**config.mk**
```make
export PLATFORM = sky130hd
export DESIGN_NAME = disp_scan_ctrl
export DESIGN_NICKNAME = d
export VERILOG_FILES = /design/src/rtl/disp_scan_ctrl.sv
export SDC_FILE = /design/constraint.sdc
export NUM_CORES = 1
export LEC_CHECK = 0
export CAP_MARGIN = 20
export CORE_AREA = 2 2 58 70
export DETAILED_ROUTE_END_ITERATION = 8
export DIE_AREA = 0 0 60 72
export PLACE_DENSITY = 0.88
export SYNTH_ARGS = -nofsm -noshare
export SYNTH_HDL_FRONTEND = slang
export SYNTH_SLANG_ARGS = --single-unit
export TNS_END_PERCENT = 20
```
**constraint.sdc**
```tcl
create_clock -name clk_i -period 8.5 [get_ports clk_i]
set_clock_uncertainty 0.2 [all_clocks]
set_input_delay 1.275 -clock clk_i [delete_from_list [all_inputs] [get_ports clk_i]]
set_output_delay 1.275 -clock clk_i [all_outputs]
set_load 0.005 [all_outputs]
```
**src/rtl/disp_scan_ctrl.sv**
```systemverilog
// Refresh scheduler for a 4-digit multiplexed 7-segment display.
// Steps a one-hot digit select at a programmable dwell, latches the counter
// value once per frame (tear-free) and drives active-low anodes with optional
// leading-zero blanking.
module disp_scan_ctrl #(
    parameter int unsigned PRESCALE = 50000
) (
    input  logic        clk_i,
    input  logic        rst_ni,
    input  logic        en_i,
    input  logic        blank_lz_i,
    input  logic [15:0] n_i,
    output logic [15:0] n_lat_o,
    output logic [3:0]  sel_o,
    output logic [3:0]  an_o,
    output logic        frame_tick_o
);

    localparam int unsigned CntW = (PRESCALE > 1) ? $clog2(PRESCALE) : 1;
    localparam logic [CntW-1:0] CntMax = CntW'(PRESCALE - 1);

    // Scan state is the one-hot digit select itself.
    typedef enum logic [3:0] {
        StDig0 = 4'b0001,
        StDig1 = 4'b0010,
        StDig2 = 4'b0100,
        StDig3 = 4'b1000
    } state_e;

    state_e          state_q, state_d;
    logic [CntW-1:0] cnt_q, cnt_d;
    logic [15:0]     n_lat_q, n_lat_d;
    logic [3:0]      blank_q, blank_d;
    logic            frame_tick_q, frame_tick_d;

    // Blank leading zero digits from the top; digit 0 always stays lit.
    function automatic logic [3:0] lz_blank(input logic [15:0] n, input logic b);
        logic z3, z2, z1;
        z3 = (n[15:12] == 4'h0);
        z2 = z3 & (n[11:8] == 4'h0);
        z1 = z2 & (n[7:4] == 4'h0);
        return b ? {z3, z2, z1, 1'b0} : 4'b0000;
    endfunction

    // Next-state: prescaler, digit rotation and frame snapshot.
    always_comb begin
        state_d      = state_q;
        cnt_d        = cnt_q;
        n_lat_d      = n_lat_q;
        blank_d      = blank_q;
        frame_tick_d = 1'b0;
        if (!en_i) begin
            // Track live data while frozen so re-enable shows current value.
            n_lat_d = n_i;
            blank_d = lz_blank(n_i, blank_lz_i);
        end else if (cnt_q == CntMax) begin
            cnt_d = '0;
            unique case (state_q)
                StDig0:  state_d = StDig1;
                StDig1:  state_d = StDig2;
                StDig2:  state_d = StDig3;
                StDig3:  state_d = StDig0;
                default: state_d = StDig0;
            endcase
            if (state_q == StDig3) begin
                n_lat_d      = n_i;
                blank_d      = lz_blank(n_i, blank_lz_i);
                frame_tick_d = 1'b1;
            end
        end else begin
            cnt_d = cnt_q + 1'b1;
        end
    end

    // State registers with asynchronous active-low reset.
    always_ff @(posedge clk_i or negedge rst_ni) begin
        if (!rst_ni) begin
            state_q      <= StDig0;
            cnt_q        <= '0;
            n_lat_q      <= 16'h0000;
            blank_q      <= 4'b0000;
            frame_tick_q <= 1'b0;
        end else begin
            state_q      <= state_d;
            cnt_q        <= cnt_d;
            n_lat_q      <= n_lat_d;
            blank_q      <= blank_d;
            frame_tick_q <= frame_tick_d;
        end
    end

    // Anodes are combinational so that en blanks the display in the same cycle.
    always_comb begin
        an_o = ~({4{en_i}} & sel_o & ~blank_q);
    end

    assign sel_o        = state_q;
    assign n_lat_o      = n_lat_q;
    assign frame_tick_o = frame_tick_q;

endmodule

```
==> impl_metrics.ini, run 1 <==
[timing]
finalCritPeriodShare = 0.504
hold-worst-slack_ns = 0.308
timing.fmax_mhz = 233
worst_pin_slew_ns = 0.846
slew_viol_final = 0
setup_violations = 0
rsz0062_at_grt = no
slew_headroom = 0.436
finalHoldViolCount = 0
post-route-min-period_ns = 4.28
tns_ns = 0

[die]
fp.dieW_um = 60
rows = 24
initial_utilization = 0.512
core_area_mm2 = 0.00363
die_h_um = 72
fp.dieArea_mm2 = 0.00432
pin_count = 45

[finish]
nNetsFinal = 224
area_delta_synth_final_pct = 29.9
antenna_cells = 0
mostFrequentLayoutCell = clkdlybuf4s50_1
drive_gt1_frac = 0.147
mostFrequentLayoutCells = clkdlybuf4s50_1 (43), dfrtp_1 (39), nand3_1 (11), nand2_1 (10), nor2_1 (10)

[synth]
synth_flop_cell = dfrtp_1
synth_cells = 157
synth_seq_area_share = 0.538
synth-edff-count = 0
synth-seq-cells = 40
synthTopCellsByArea = dfrtp_1 (52%), mux2_4 (6.5%), mux2_2 (5.4%)
yosysTopAreaCell = dfrtp_1
synth_warnings = 0
synth_area_per_cell_um2 = 11.9
synth.distinct_cells = 35
syn_nets = 178
synthesis.area_mm2 = 0.00186
async_flop_share = 1.00
synth_top_area_frac = 0.524

[critical_path]
critPathBufInv = 2
cp-end-kind = output pin
cp_data_required_time_ns = 7.03
crit_type = input pin to output pin
crit_fanout = 17
r2r_slack_ns = 5.40
startpoint_type = input pin
critPathSlowestCell = clkdlybuf4s50_1
worst_path_largest_cell_delay_ns = 0.88
cp.arrival_ns = 2.81
cp_top_family = buffers and inverters
crit_top_cell = clkdlybuf4s50_1
crit_chain = clkdlybuf4s50_1, nand3b_1, clkdlybuf4s50_1

[grt]
grt_pass1_wl_um = 6380
track_usage = 0.195
antenna_found_initial = 0
grt_pass1_vias = 1463
overflow = 0
grt_max_degree = 41

[routing]
drc = 0
avgViaCountPerCell = 5.28
wl_um = 3650
drt-initial-drc-count = 69
drtPass1Iterations = 6
vias = 1351
antenna_left = 0
detail_route.wl_per_cell_um = 14.3

[place]
gp_congestion = 0.860
portBuffers = 44
dp_hpwl_um = 2610

[clock_tree]
clock_latency_ns = 0.29
h-tree-depth = 2
path_clk_slew_ns = 0.07
cts_sinks = 40
clockBufferDepth = 2
clockRootBuffer = clkbuf_8
cts-resized-gates = 0
post_cts_buffers = 0
cts_made_buffers = 5
cts_tree = built
hold_buffers = 0

[power_and_ir_drop]
p_leak_nw = 1.02
power.density_mw_per_mm2 = 179
ir_drop_uv = 150

[hold_path]
hold_path_class = register to register

[status]
status = finished, final reports clean

[run]
max_cap_viol_count = 0
==> cells by family (layout without fill, tap and decap cells) <==
family                   after synthesis  in the layout  synth area share
flip-flops                            40             40             0.538
buffers and inverters                 11             58            0.0316
XOR/XNOR                              12             12            0.0565
AND/OR/NAND/NOR                       59             59             0.177
AO/OA/AOI/OAI                         13             13            0.0491
multiplexers                          21             21             0.140
adder cells (fa/ha/maj)                1              1           0.00672
==> flip-flops by register name (all words and copies together), names as in the netlist <==
name,flops
cnt_q,16
frame_tick_o,1
blank_q,3
n_lat_o,16
sel_o,4
==> through the flow <==
stage / total power [mW] / std cells / cell area [µm²] / util / setup WS [ns]
detailed placement: 0.307 / 248 / 2330 / 0.640 / 4.24
global placement: 0.304 / 248 / 2330 / 0.640 / 4.25
finish: 0.432 / 256 / 2420 / 0.666 / 4.22
global route: 0.456 / 256 / 2420 / 0.666 / 4.12
CTS: 0.438 / 256 / 2420 / 0.666 / 4.23
floorplan: 0.269 / 157 / 1860 / - / 5.09
==> synthesized netlist by cell type, drive strengths merged, types with 2 or more instances <==
| library cell | count |
|---|---|
| and4 | 2 |
| nor2 | 10 |
| xor2 | 4 |
| inv | 6 |
| o21ai | 7 |
| mux2 | 17 |
| and3 | 2 |
| clkbuf | 3 |
| o2bb2ai | 2 |
| or3 | 2 |
| nand2 | 10 |
| or3b | 2 |
| mux2i | 4 |
| nor4 | 5 |
| dfrtp | 39 |
| nand3b | 4 |
| nand4 | 3 |
| xnor2 | 8 |
| or4b | 2 |
| a21oi | 2 |
| buf | 2 |
| nand3 | 11 |
==> where the power goes <==
part           switching (mW)  internal [mW]
clock                  0.0647         0.0647
combinational          0.0264         0.0428
sequential             0.0226          0.211
total                   0.114          0.318
==> worst paths after layout <==
| path | start | end | cells past startpoint |
|---|---|---|---|
| hold / removal | cnt_q[11] | cnt_q[11] | 1 |
| setup reg to reg | cnt_q[1] | n_lat_o[2] | 5 |
| min in group asynchronous | rst_ni | cnt_q[12] | 1 |
| hold reg to reg | cnt_q[11] | cnt_q[11] | 1 |
| max in group asynchronous | rst_ni | frame_tick_o | 1 |
| setup / recovery | en_i | an_o[2] | 3 |
==> per-layer routing <==
| metal | vias to the layer above | track usage | routed length, µm |
|---|---|---|---|
| li1 | 647 | - | - |
| met1 | 659 | 0.242 | 1570 |
| met2 | 41 | 0.320 | 1830 |
| met3 | 4 | 0.0606 | 208 |
| met4 | 0 | 0.0642 | 45 |
| met5 | - | 0 | 0 |
==> area by class of cell <==
| type | count | area, µm² |
|---|---|---|
| timing repair buffer | 44 | 435 |
| clock inverter | 2 | 10.0 |
| inverter | 6 | 22.5 |
| tap | 52 | 65.1 |
| fill | 290 | 1210 |
| multi-input combinational | 106 | 801 |
| clock buffer | 6 | 82.6 |
| sequential | 40 | 1000 |
(Power assumes the default switching activity.)
==> inputs of run 2 (changes only) <==
--- a/config.mk
+++ b/config.mk
@@ -6,10 +6,10 @@
 export NUM_CORES = 1
 export LEC_CHECK = 0
 export CAP_MARGIN = 20
-export CORE_AREA = 2 2 58 70
+export CORE_AREA = 2 2 60 73
 export DETAILED_ROUTE_END_ITERATION = 8
-export DIE_AREA = 0 0 60 72
-export PLACE_DENSITY = 0.88
+export DIE_AREA = 0 0 62 75
+export PLACE_DENSITY = 0.83
 export SYNTH_ARGS = -nofsm -noshare
 export SYNTH_HDL_FRONTEND = slang
 export SYNTH_SLANG_ARGS = --single-unit
==> constraint.sdc (replaced) <==
create_clock -name clk_i -period 4.3 [get_ports clk_i]
set_clock_uncertainty 0.2 [all_clocks]
set_input_delay 0.645 -clock clk_i [delete_from_list [all_inputs] [get_ports clk_i]]
set_output_delay 0.645 -clock clk_i [all_outputs]
set_load 0.005 [all_outputs]
==> run 2 against run 1 <==
Effect of this change: sequential power rose by 97%; global-route usage fell by 0.72 points; worst setup slack got worse by 3.0 ns; register-to-register slack got worse by 4.2 ns; first-iteration DRC count rose by 1.4%; design area rose by 0.16%; die area rose by 7.6%; combinational power rose by 97%; largest cell class unchanged; final cell count rose by 0.78%; largest power group unchanged; via count rose by 0.89%; hold slack got worse by 0.042 ns; clock power rose by 98%; highest routed layer unchanged; critical endpoint is now n_lat_o[3].
==> impl_metrics.ini, run 2 (synthesis gave the netlist of run 1 again) <==
[status]
status = finished, final reports clean

[finish]
final_area_mm2 = 0.00242
regArea_mm2 = 0.00100
area_delta_synth_final_pct = 30.1
drive_gt1_frac = 0.142
multi_input_area_um2 = 801
nNetsFinal = 224
fillCellCount = 327
mostFrequentLayoutCell = clkdlybuf4s50_1
mostFrequentLayoutCells = clkdlybuf4s50_1 (43), dfrtp_1 (39), nand3_1 (11), nand2_1 (10), nor2_1 (10)
antenna_cells = 0
final_util = 0.620

[critical_path]
crit_type = register to register
cp.arrival_ns = 3.06
startpoint_type = register
cp-end-kind = register
worst_path_largest_cell_delay_ns = 0.66
crit_fanout = 19
cp_data_required_time_ns = 4.27
crit_chain = ha_1, or4b_1, or4_1, o21ai_4, mux2_2
critPathSlowestCell = or4_1
r2r_cells = 5

[power_and_ir_drop]
sw_frac_of_total = 0.261
seqPwrFrac = 0.541
finalPower_mw = 0.855
p_int_mw = 0.632
power.density_mw_per_mm2 = 353
comb_power_share = 0.160
p_leak_nw = 1.01
ir_drop_uv = 222
p_switching_mw = 0.223
power_frac_clock = 0.300

[grt]
overflow = 0
antenna_found_initial = 0
grt_pass1_vias = 1453
grt_max_degree = 41
track_usage = 0.188
grt_pass1_wl_um = 6420

[clock_tree]
clock_latency_ns = 0.29
cts_made_buffers = 5
h-tree-depth = 2
post_cts_buffers = 0
cts_tree = built
cts-resized-gates = 0
path_clk_slew_ns = 0.08
cts_sinks = 40
hold_buffers = 0
clockBufferDepth = 2
clockRootBuffer = clkbuf_8

[timing]
worst_pin_slew_ns = 0.867
post-route-min-period_ns = 3.09
tns_ns = 0
slew_viol_final = 0
setup_violations = 0
fin_ws_ns = 1.21
timing.fmax_mhz = 323
slew_headroom = 0.422
rsz0062_at_grt = no
finalCritPeriodShare = 0.719
finalHoldViolCount = 0

[place]
portBuffers = 44
gp_congestion = 0.795
dp_hpwl_um = 2650
dpl-instance-area_mm2 = 0.00233
place_ws_ns = 1.22

[die]
fp.dieW_um = 62
initial_utilization = 0.476
die_h_um = 75
fp.dieArea_mm2 = 0.00465
pin_count = 45
rows = 25
core_area_mm2 = 0.00391

[routing]
detail_route.wl_per_cell_um = 14.4
drtPass1Iterations = 5
avgViaCountPerCell = 5.28
drc = 0
wl_um = 3720
vias = 1363
antenna_left = 0
drt-initial-drc-count = 70

[hold_path]
hold_path_class = input pin to async pin

[run]
max_cap_viol_count = 0
[run 2: metal layers]
| metal | share of wire | vias to the layer above | global-route usage |
|---|---|---|---|
| li1 | - | 644 | - |
| met1 | 0.42 | 676 | 0.229 |
| met2 | 0.50 | 39 | 0.308 |
| met3 | 0.063 | 4 | 0.0756 |
| met4 | 0.0091 | 0 | 0.0473 |
| met5 | 0 | - | 0 |
[run 2: final cells by class]
cell class	count	share of cell area
clock buffer	7	0.0356
clock inverter	1	0.00310
inverter	6	0.00930
multi-input combinational	106	0.331
sequential	40	0.414
tap	54	0.0279
timing repair buffer	44	0.180
[run 2: critical path: cells and delay by family (launching register included)]
kind,cells,cell delay [ns]
and+or+nand+nor,2,1.12
AOI/OAI and AO/OA,1,0.62
DFF,1,0.41
muxes,1,0.41
adders and majority gates,1,0.20
[run 2: path summary, 6_finish.rpt]
check | start | slack [ns] | endpoint
worst max-delay path | cnt_q[0] | 1.21 | n_lat_o[3]
min in group clk_i | cnt_q[11] | 0.29 | cnt_q[11]
worst min-delay path | rst_ni | 0.27 | cnt_q[14]
worst min register to register | cnt_q[11] | 0.29 | cnt_q[11]
worst max register to register | cnt_q[0] | 1.21 | n_lat_o[3]
max in group asynchronous | rst_ni | 3.09 | n_lat_o[3]
[run 2: through the flow]
stage          hold WS, ns  std cells
2_1_floorplan        0.149        157
3_3_place_gp         0.275        250
3_5_place_dp         0.279        250
4_1_cts              0.289        258
5_1_grt              0.312        258
6_report             0.267        258
[run 2: power groups by stage]
stage               sequential (mW)  clock [mW]  combinational (mW)
CTS                           0.463       0.262               0.139
global route                  0.468       0.282               0.153
global placement              0.468           0               0.134
finish                        0.462       0.256               0.136
detailed placement            0.469           0               0.137
floorplan                     0.460           0              0.0711
==> inputs of run 3 (changes only) <==
==> constraint.sdc (replaced) <==
create_clock -name clk_i -period 2.95 [get_ports clk_i]
set_clock_uncertainty 0.2 [all_clocks]
set_input_delay 0.4425 -clock clk_i [delete_from_list [all_inputs] [get_ports clk_i]]
set_output_delay 0.4425 -clock clk_i [all_outputs]
set_load 0.005 [all_outputs]
==> run 3 against run 2 <==
Effect of this change: total power is 63% higher; sequential power is 46% higher; final cell count is 0.78% higher; clock power is 100% higher; flip-flop and latch count stayed put; count of clock-buffer cells in the layout is 2 lower; maximum frequency is 12% higher; non-clock buffer count is 3 higher; register-to-register slack worse by 1.0 ns; worst setup slack worse by 1.0 ns; combinational power is 48% higher; critical path type unchanged; largest cell class unchanged.
==> impl_metrics.ini, run 3 (synthesis gave the netlist of run 1 again) <==
[clock_tree]
post_cts_buffers = 0
h-tree-depth = 2
cts_made_buffers = 5
cts-resized-gates = 0
clockRootBuffer = clkbuf_8
cts_sinks = 40
clock_latency_ns = 0.29
clockBufferDepth = 2
hold_buffers = 0
path_clk_slew_ns = 0.08
cts_tree = built

[die]
rows = 25
fp.dieArea_mm2 = 0.00465
die_h_um = 75
pin_count = 45
initial_utilization = 0.476
fp.dieW_um = 62
core_area_mm2 = 0.00391

[timing]
timing.fmax_mhz = 362
post-route-min-period_ns = 2.76
rsz0062_at_grt = no
worst_pin_slew_ns = 0.867
slew_viol_final = 0
finalHoldViolCount = 0
setup_violations = 0
finalCritPeriodShare = 0.935
tns_ns = 0
slew_headroom = 0.422

[finish]
drive_gt1_frac = 0.155
mostFrequentLayoutCell = clkdlybuf4s50_1
fillCellCount = 306
area_delta_synth_final_pct = 33.9
nNetsFinal = 227
fin_cells = 260
mostFrequentLayoutCells = clkdlybuf4s50_1 (43), dfrtp_1 (39), nand3_1 (11), nand2_1 (10), nor2_1 (10)
antenna_cells = 0

[routing]
wl_um = 3860
avgViaCountPerCell = 5.22
antenna_left = 0
vias = 1356
drtPass1Iterations = 4
detail_route.wl_per_cell_um = 14.9
drt-initial-drc-count = 67
drc = 0

[power_and_ir_drop]
power.density_mw_per_mm2 = 560
ir_drop_uv = 381
p_leak_nw = 1.05

[hold_path]
hold_path_class = input pin to async pin

[place]
portBuffers = 44
dp_hpwl_um = 2810
placedCellCount = 253
gp_congestion = 0.830

[grt]
antenna_found_initial = 0
track_usage = 0.190
grt_pass1_wl_um = 6400
grt_max_degree = 41
grt_pass1_vias = 1387
overflow = 0
grt_util_met3 = 0.0653
use_met1 = 0.238
met2_usage = 0.303
busiest_layer = met2

[critical_path]
cp_data_required_time_ns = 2.93
crit_type = register to register
critPathSlowestCell = or4_1
worst_path_largest_cell_delay_ns = 0.66
cp-end-kind = register
crit_fanout = 19
cp.arrival_ns = 2.74
startpoint_type = register
crit_chain = ha_1, or4b_1, or4_1, o21ai_4, buf_12, mux2_2
r2r_cells = 6

[run]
max_cap_viol_count = 0

[status]
status = finished, final reports clean
-- run 3: cell count changes in the layout (fill, tap and decap cells not counted) --
| cell | delta |
|---|---|
| buf_4 | +2 |
| bufinv_16 | +2 |
| buf_12 | +1 |
| clkbuf_1 | -1 |
| clkbuf_8 | -1 |
| clkinvlp_4 | -1 |
-- run 3: path summary, 6_finish.rpt --
check / start / slack (ns) / end
hold reg to reg: cnt_q[11] / 0.29 / cnt_q[11]
setup reg to reg: cnt_q[0] / 0.19 / n_lat_o[0]
setup / recovery: cnt_q[0] / 0.19 / n_lat_o[0]
min in group clk_i: cnt_q[11] / 0.29 / cnt_q[11]
hold / removal: rst_ni / 0.07 / cnt_q[5]
max in group asynchronous: rst_ni / 1.94 / cnt_q[1]
-- run 3: final cells by class --
cell class / count / area [µm²] / area share
Timing Repair Buffer: 47 / 470 / 0.189
Sequential cell: 40 / 1000 / 0.402
Multi-Input combinational cell: 106 / 801 / 0.321
Clock buffer: 5 / 68.8 / 0.0276
Clock inverter: 2 / 60.1 / 0.0241
Tap cell: 54 / 67.6 / 0.0271
Inverter: 6 / 22.5 / 0.00904
-- run 3: layer usage --
layer / wire [µm] / vias up
li1: - / 651
met1: 1610 / 653
met2: 1970 / 50
met3: 267 / 2
met4: 24 / 0
met5: 0 / -
-- run 3: metrics by stage --
| step | cell area (µm²) | power, mW | utilization | hold slack (ns) | setup WS [ns] |
|---|---|---|---|---|---|
| after floorplan | 1860 | 0.775 | - | -0.0531 | 0.244 |
| after global routing | 2490 | 1.46 | 0.637 | 0.137 | 0.0755 |
| after CTS | 2490 | 1.42 | 0.637 | 0.0911 | 0.186 |
| after detailed placement | 2360 | 0.888 | 0.604 | 0.281 | 0.197 |
| final | 2490 | 1.40 | 0.637 | 0.0668 | 0.191 |
| after global placement | 2360 | 0.882 | 0.604 | 0.272 | 0.249 |
-- run 3: critical path, delay by kind of cell (launching register included) --
| family | cells | cell delay, ns |
|---|---|---|
| AND/OR/NAND/NOR | 2 | 1.12 |
| flip-flops | 1 | 0.40 |
| multiplexers | 1 | 0.35 |
| AO/OA/AOI/OAI | 1 | 0.20 |
| adder cells (fa/ha/maj) | 1 | 0.19 |
| buffers and inverters | 1 | 0.19 |
-- run 3: where the power goes --
part	internal, mW	switching [mW]
sequential	0.608	0.0679
combinational	0.126	0.0746
clock	0.333	0.186
total	1.07	0.328
